**src/rtl/brightness_enhancer.sv**
```systemverilog
// Adaptive brightness stage for an 8-bit grayscale pixel stream: pixel_out = sat8(pixel_in + offset).
// Latency: 1 cycle from valid/pixel_in to valid_out/pixel_out; the offset tracks the previous frame's mean.
// Backpressure: none. One pixel is accepted on every cycle where valid is high.
//
// Ports:
//   clk           rising-edge clock
//   reset         asynchronous, active-high reset
//   pixel_in      input pixel (unsigned 8-bit), qualified by valid
//   valid         pixel_in is valid this cycle
//   total_pixels  pixels per frame, sampled on the first valid pixel of each frame (0 = no frame boundary)
//   pixel_out     enhanced pixel; holds its value on cycles without valid
//   valid_out     pixel_out is valid (valid delayed by one cycle)
//
// Optional build macro: BE_OFFSET_LIMIT_EN clamps the offset to [-MAX_OFFSET, +MAX_OFFSET].
// When it is undefined, the offset is TARGET_MEAN - mean without a limit.

module brightness_enhancer #(
    parameter int TARGET_MEAN = 128,
    parameter int MAX_OFFSET  = 64
) (
    input  logic        clk,
    input  logic        reset,
    input  logic [7:0]  pixel_in,
    input  logic        valid,
    input  logic [31:0] total_pixels,
    output logic [7:0]  pixel_out,
    output logic        valid_out
);

    localparam logic signed [9:0] LP_TARGET  = 10'(TARGET_MEAN);
    localparam logic signed [9:0] LP_MAX_OFF = 10'(MAX_OFFSET);

    typedef enum logic [1:0] {
        ST_IDLE = 2'd0,
        ST_DIV  = 2'd1,
        ST_UPD  = 2'd2
    } div_state_t;

    // ---------------------------------------------------------------
    // Registers
    // ---------------------------------------------------------------
    logic signed [8:0] r_offset;
    logic [39:0]       r_sum;
    logic [31:0]       r_count;
    logic [31:0]       r_total;

    div_state_t        r_state;
    logic [39:0]       r_quo;      // dividend bits shift out of the top, quotient bits shift in at the bottom
    logic [31:0]       r_rem;
    logic [31:0]       r_div;
    logic [5:0]        r_iter;

    // ---------------------------------------------------------------
    // Pixel datapath
    // ---------------------------------------------------------------
    logic signed [9:0] w_sum_px;
    logic [7:0]        w_pix_sat;

    assign w_sum_px  = $signed({2'b00, pixel_in}) + $signed({r_offset[8], r_offset});
    assign w_pix_sat = w_sum_px[9] ? 8'd0 :
                       w_sum_px[8] ? 8'd255 : w_sum_px[7:0];

    always_ff @(posedge clk or posedge reset) begin
        if (reset) begin
            pixel_out <= 8'd0;
            valid_out <= 1'b0;
        end else begin
            valid_out <= valid;
            if (valid) begin
                pixel_out <= w_pix_sat;
            end
        end
    end

    // ---------------------------------------------------------------
    // Frame accounting
    // ---------------------------------------------------------------
    logic [31:0] w_frame_total;
    logic [31:0] w_count_nxt;
    logic [40:0] w_sum_ext;
    logic [39:0] w_sum_nxt;
    logic        w_frame_end;

    // The frame length is taken from the port on the first pixel of a frame,
    // so the pixel that opens the frame already sees the fresh value.
    assign w_frame_total = (r_count == 32'd0) ? total_pixels : r_total;
    assign w_count_nxt   = r_count + 32'd1;
    assign w_sum_ext     = {1'b0, r_sum} + {33'd0, pixel_in};
    // The sum only saturates when frames never end (total_pixels = 0).
    assign w_sum_nxt     = w_sum_ext[40] ? {40{1'b1}} : w_sum_ext[39:0];
    assign w_frame_end   = valid && (w_frame_total != 32'd0) && (w_count_nxt == w_frame_total);

    always_ff @(posedge clk or posedge reset) begin
        if (reset) begin
            r_sum   <= 40'd0;
            r_count <= 32'd0;
            r_total <= 32'd0;
        end else if (valid) begin
            if (r_count == 32'd0) begin
                r_total <= total_pixels;
            end
            if (w_frame_end) begin
                r_sum   <= 40'd0;
                r_count <= 32'd0;
            end else begin
                r_sum   <= w_sum_nxt;
                r_count <= w_count_nxt;
            end
        end
    end

    // ---------------------------------------------------------------
    // Restoring serial divider and offset update
    // ---------------------------------------------------------------
    logic [32:0]       w_rem_sh;
    logic              w_div_ge;
    logic [31:0]       w_rem_sub;
    logic [7:0]        w_mean8;
    logic signed [9:0] w_off_raw;
    logic signed [9:0] w_off_new;

    assign w_rem_sh  = {r_rem, r_quo[39]};
    assign w_div_ge  = (w_rem_sh >= {1'b0, r_div});
    // When the subtraction is taken the result is below the divisor, so the
    // low 32 bits of the difference are the full remainder.
    assign w_rem_sub = w_rem_sh[31:0] - r_div;

    assign w_mean8   = (|r_quo[39:8]) ? 8'd255 : r_quo[7:0];
    assign w_off_raw = LP_TARGET - $signed({2'b00, w_mean8});

`ifdef BE_OFFSET_LIMIT_EN
    assign w_off_new = (w_off_raw > LP_MAX_OFF)  ? LP_MAX_OFF :
                       (w_off_raw < -LP_MAX_OFF) ? -LP_MAX_OFF : w_off_raw;
`else
    assign w_off_new = w_off_raw;
`endif

    always_ff @(posedge clk or posedge reset) begin
        if (reset) begin
            r_state  <= ST_IDLE;
            r_quo    <= 40'd0;
            r_rem    <= 32'd0;
            r_div    <= 32'd0;
            r_iter   <= 6'd0;
            r_offset <= 9'sd0;
        end else begin
            case (r_state)
                ST_IDLE: begin
                    // A frame end seen while the divider is busy is simply not captured here.
                    if (w_frame_end) begin
                        r_quo   <= w_sum_nxt;
                        r_div   <= w_count_nxt;
                        r_rem   <= 32'd0;
                        r_iter  <= 6'd0;
                        r_state <= ST_DIV;
                    end
                end
                ST_DIV: begin
                    r_rem  <= w_div_ge ? w_rem_sub : w_rem_sh[31:0];
                    r_quo  <= {r_quo[38:0], w_div_ge};
                    r_iter <= r_iter + 6'd1;
                    if (r_iter == 6'd39) begin
                        r_state <= ST_UPD;
                    end
                end
                ST_UPD: begin
                    r_offset <= w_off_new[8:0];
                    r_state  <= ST_IDLE;
                end
                default: begin
                    r_state <= ST_IDLE;
                end
            endcase
        end
    end

endmodule

```
**config.mk**
```make
export PLATFORM = sky130hd
export DESIGN_NAME = brightness_enhancer
export DESIGN_NICKNAME = d
export VERILOG_FILES = /design/src/rtl/brightness_enhancer.sv
export SDC_FILE = /design/constraint.sdc
export NUM_CORES = 1
export LEC_CHECK = 0
export CAP_MARGIN = 20
export CORE_AREA = 5 5 189 191
export CTS_CLUSTER_DIAMETER = 120
export DETAILED_ROUTE_END_ITERATION = 16
export DIE_AREA = 0 0 194 196
export PLACE_DENSITY = 0.65
export REMOVE_ABC_BUFFERS = 1
export SYNTH_ARGS = -nofsm -noshare
export SYNTH_HDL_FRONTEND = slang
export SYNTH_SLANG_ARGS = --single-unit
```
**constraint.sdc**
```tcl
create_clock -name clk -period 10.2 [get_ports clk]
set_input_delay 2.04 -clock clk [delete_from_list [all_inputs] [get_ports clk]]
set_output_delay 2.04 -clock clk [all_outputs]
set_load 0.02 [all_outputs]
```
==> run summary, run 1 <==
Die ar.: 38000 sq um
CTS Root Buffer Type: clkbuf_16
Sum of negative setup slack: 0 ns
Reg-to-Reg Start: r_count[0]$_DFFE_PP0P_
Vias in the first global route: 12399
RR Endpoint: r_div[30]$_DFFE_PP0P_
Post-synth EDFFs: 0
Worst vdd ir: 149 uV
P&R area growth vs syn: 12.2%
Final hold vios: 0
Tmin final: 5.63 ns
Final Setup Violations: 0
GRT Util Overall: 19.8%
Post-CTS resize count: 0
Largest cells by area after synthesis: dfrtp_1 39%, o21ai_0 4.5%, ha_1 4.3%
Post-DR vias/cell: 5.82
Pwr per Cell Area: 152 nW/um^2
Initial core utilization: 44.2%
Vias: 12560
TritonCTS clock tree: done
Layout Skew: 0.0107 ns
DRC viols: 0
First-pass GRT wire length: 63900 um
Antenna diodes: 0
Worst Setup Start Kind: flip-flop
Wirelength per Cell: 17.8 um
Commonest non-fill, non-tap cell in the layout: dfrtp_1
Pin count of the biggest net entering global routing: 109
Chip width: 194 um
Cell taking the most area after synthesis: dfrtp_1
Flops & latches, synth: 234
YS warnings: 0
Post-synthesis sequential area ratio: 39.0%
RePlAce Congestion: 0.928
Slew Limit Headroom: 31.3%
Syn Area/Cell: 8.97 sq um
Max_cap viols: 0
Post-Syn Instances: 1673
Layout cell share with drive strength beyond 1: 7.57%
Maximum net fanout on the critical path: 43
R2R depth: 14
Worst Hold Launch: r_div[8]$_DFFE_PP0P_
Cell variety after synth: 69
Port Buffers: 51
Row count: 68
Status: completed
HP Class: reg2reg
Ys async rst share: 100%
Dominant synthesized flop cell: dfrtp_1
Critical path type: reg2reg
Clk_lat worst skew: 0.54 ns
Total power: 2.56 mW
Fin crit share: 55.2%
Worst Setup End Kind: flip-flop
Num CTS Buffers: 28
Vert. Die Dim: 196 um
Share of the synthesized area in the top cell type: 39.0%
Max Freq: 178 MHz
Worst Setup SP: r_count[0]$_DFFE_PP0P_
First DRT Iteration DRCs: 815
WL final: 38500 um
Placeable Area: 33900 sq um
Setup crit end: r_div[30]$_DFFE_PP0P_
CP required: 10.62 ns
Final count of pins violating max slew: 0
Layout Nets: 1784
Most frequent cells in the layout: 234 x dfrtp_1, 135 x o21ai_0, 117 x nand2_1
Routed Antenna Nets: 0
Router iterations before antenna repair: 5
Post-CTS Repair Setup Buffers: 0
Grt ovf: 0
Initial antenna violation count: 0
Clk sinks: 234
Cell Area, Synth: 15000 sq um
Actual slew at the worst max-slew pin: 1.02 ns
# fillers: 3217
Arrival time worst endpoint: 6.05 ns
Flop-to-flop setup slack: 4.57 ns
CTS max path bufs: 3
Clock transition at path regs: 0.06 ns
Final HPWL DP: 27300 um
CTS Hold Bufs: 0
RSZ-0062 raised after global routing: no
H-tree Lvls: 1
# IOs: 52
Static Leak: 7.14 nW
-- per-layer routing --
metal	global-route usage, %	part of all wire, %	wire length, um	vias to the layer above
met4	4.66	2.1	798	0
met3	2.01	3.3	1250	50
li1	-	-	-	6112
met5	0	0	0	-
met1	28.2	47	18100	6168
met2	32.8	48	18300	230
-- synthesized netlist by cell type, types with 37 or more instances --
cell type  count
a21oi_1      100
and3_1        37
clkbuf_1      64
dfrtp_1      234
ha_1          52
inv_1        105
mux2_2        45
mux2i_1       64
nand2_1      117
nand3_1      107
nor2_1       100
nor4_1        52
o21ai_0      135
xnor2_1       66
-- logic make-up after synthesis --
| logic type | synth area share, % |
|---|---|
| xor+xnor | 5.95 |
| compound gates | 17.0 |
| flops | 39.0 |
| fa+ha+maj | 4.74 |
| mux | 9.38 |
| buf+inv | 4.95 |
| simple gates | 19.0 |
-- per-stage QoR --
step | setup WS [ns] | cells | area, sq um | utilization, % | hold WS, ns
floorplan | 1.74 | 1589 | 14700 | - | 0.453
CTS | 4.40 | 2158 | 16800 | 49.6 | 0.488
global placement | 3.99 | 2110 | 15900 | 46.8 | 0.472
detailed placement | 3.87 | 2110 | 15900 | 46.8 | 0.474
global route | 4.16 | 2159 | 16800 | 49.6 | 0.508
finish | 4.57 | 2159 | 16800 | 49.6 | 0.486
-- cell type report --
type	count	area (sq um)	area share [%]
Multi-Input combinational cell	1249	8430	50.1
Inverter	106	405	2.41
Clock inverter	10	144	0.855
Tap cell	455	569	3.38
Sequential cell	234	5860	34.8
Clock buffer	38	798	4.74
Timing Repair Buffer	67	626	3.72
-- report_power, final --
| group | internal (mW) | switching, mW |
|---|---|---|
| sequential | 0.992 | 0.0711 |
| clock | 0.621 | 0.394 |
| combinational | 0.191 | 0.293 |
| total | 1.80 | 0.758 |
-- worst min-delay path by stage --
stage | cells after the start | to
6_report | 1 | r_div[8]$_DFFE_PP0P_
3_5_place_dp | 1 | pixel_out[4]$_DFFE_PP0P_
2_1_floorplan | 2 | r_offset[3]$_DFFE_PP0N_
3_3_place_gp | 1 | r_div[11]$_DFFE_PP0P_
4_1_cts | 1 | r_div[3]$_DFFE_PP0P_
5_1_grt | 1 | pixel_out[2]$_DFFE_PP0P_
-- flip-flops by register name (all words and copies together) (netlist names), 6 cells and up --
register and flops:
r_offset 9, r_quo 40, r_rem 32, pixel_out 8, r_sum 40, r_iter 6
r_total 32, r_count 32, r_div 32
-- worst max-delay path, stage by stage (launching register included) --
cell,delay [ns]
dfrtp_1,0.43
inv_1,0.18
ha_1,0.22
nor4b_1,0.42
nand4_1,0.73
o21ai_0,0.47
a21oi_1,0.15
or4_1,0.53
nor4_1,0.26
nand4_1,0.28
nor4_4,0.30
buf_4,0.55
and2_1,0.22
buf_4,0.36
mux2_2,0.38
Power figures use the tool's default switching activity.
==> run 2: changes to the inputs <==
Settings changed: PLACE_DENSITY 0.65 to 0.67.
Clock period 10.2 ns to 5.04 ns, I/O delays scaled along.
==> run 2 against run 1 <==
  * Via count up 1.5%
  * Power up 110%
  * Clock skew up 0.0023 ns
  * Largest cell class unchanged
  * Utilization up 0.76 points
  * Count of clock-buffer cells in the layout down 2
  * Critical endpoint is now r_count[17]$_DFFE_PP0P_
  * Fmax up 20%
==> run summary, run 2 (synthesis gave the netlist of run 1 again) <==
CP required: 5.45 ns
Initial core utilization: 44.2%
Max Freq: 212 MHz
Antenna diodes: 0
Final HPWL DP: 28000 um
Clk_lat worst skew: 0.56 ns
Post-CTS resize count: 0
H-tree Lvls: 1
Final count of pins violating max slew: 0
Commonest non-fill, non-tap cell in the layout: dfrtp_1
Max_cap viols: 0
Largest regs: r_quo x40, r_sum x40
Worst vdd ir: 288 uV
GRT Util Overall: 20.4%
Fin crit share: 93.4%
Maximum net fanout on the critical path: 60
Vert. Die Dim: 196 um
Final Setup Violations: 0
Port Buffers: 51
Pwr per Cell Area: 314 nW/um^2
Final hold vios: 0
Routed Antenna Nets: 0
Num CTS Buffers: 28
Most frequent cells in the layout: 234 x dfrtp_1, 135 x o21ai_0, 117 x nand2_1
Static Leak: 7.28 nW
First-pass GRT wire length: 65700 um
TritonCTS clock tree: done
Clk sinks: 234
Total power: 5.37 mW
First DRT Iteration DRCs: 950
Tmin final: 4.71 ns
Vias: 12743
WL final: 39700 um
Grt ovf: 0
RePlAce Congestion: 0.914
DRC viols: 0
P&R area growth vs syn: 13.9%
Layout cell share with drive strength beyond 1: 8.92%
Router iterations before antenna repair: 6
Post-DR vias/cell: 5.84
RSZ-0062 raised after global routing: no
CTS max path bufs: 3
HP Class: reg2reg
Worst Setup End Kind: flip-flop
Layout Skew: 0.0129 ns
Actual slew at the worst max-slew pin: 0.910 ns
Wirelength per Cell: 18.2 um
Die ar.: 38000 sq um
Critical path type: reg2reg
Vias in the first global route: 12729
Post-CTS Repair Setup Buffers: 0
Utilization after layout: 50.3%
CTS Root Buffer Type: clkbuf_16
Slew Limit Headroom: 39.1%
Row count: 68
Layout Nets: 1804
Placeable Area: 33900 sq um
# IOs: 52
Pin count of the biggest net entering global routing: 106
Clock transition at path regs: 0.07 ns
CTS Hold Bufs: 0
Initial antenna violation count: 0
Status: completed
Arrival time worst endpoint: 5.12 ns
Worst Setup Start Kind: flip-flop
Chip width: 194 um
## run 2: changes by cell type in the layout (fill, tap and decap cells not counted)
cell	change
bufinv_16	+2
clkbuf_1	-2
buf_12	+2
clkbuf_2	-1
buf_4	+19
clkinv_2	-1
clkinvlp_4	+2
clkinv_4	+2
## run 2: layout make-up
cell class,instances,area (sq um)
Clock buffer,36,791
Clock inverter,15,231
Fill cell,3154,16900
Inverter,106,405
Multi-Input combinational cell,1249,8430
Sequential cell,234,5860
Tap cell,455,569
Timing Repair Buffer,87,803
## run 2: per-stage QoR
step	worst slack, ns	TNS (ns)	std cells	hold slack, ns	instance area (sq um)
after detailed placement	0.427	0	2131	0.473	16100
after floorplan	-2.39	-663.27	1589	0.453	14700
final	0.331	0	2182	0.489	17100
after global placement	0.474	0	2131	0.469	16100
after CTS	0.410	0	2182	0.491	17100
after global routing	0.0887	0	2182	0.507	17100
## run 2: where the power goes
group	switching, mW	total, mW	internal, mW	leakage (nW)
Sequential	0.143	2.15	2.01	2.87
Clock	0.852	2.22	1.37	0.497
Combinational	0.599	1.00	0.404	3.92
## run 2: final timing paths
path,from,end,slack (ns),cells after the start
min in group asynchronous,reset,r_rem[10]$_DFFE_PP0P_,0.98,2
max in group asynchronous,reset,r_sum[14]$_DFFE_PP0P_,3.06,3
worst min register to register,r_div[5]$_DFFE_PP0P_,r_div[5]$_DFFE_PP0P_,0.49,1
worst min-delay path,r_div[5]$_DFFE_PP0P_,r_div[5]$_DFFE_PP0P_,0.49,1
worst max-delay path,r_count[0]$_DFFE_PP0P_,r_count[17]$_DFFE_PP0P_,0.33,14
worst max register to register,r_count[0]$_DFFE_PP0P_,r_count[17]$_DFFE_PP0P_,0.33,14
## run 2: metal layers
layer	track usage, %	part of all wire [%]	vias up
li1	-	-	6153
met1	27.5	45	6194
met2	34.6	48	314
met3	2.73	4.4	82
met4	5.81	2.9	0
met5	0	0	-
## run 2: critical path: stages, from the launching register on
cell	delay (ns)
dfrtp_1	0.42
inv_1	0.17
ha_1	0.23
nor4b_1	0.32
and4_1	0.47
buf_4	0.22
nand3_1	0.10
and3_1	0.21
or4_1	0.59
nor4_1	0.28
nand4_1	0.18
or3_2	0.59
buf_4	0.39
a21bo_2	0.29
o21ai_0	0.06
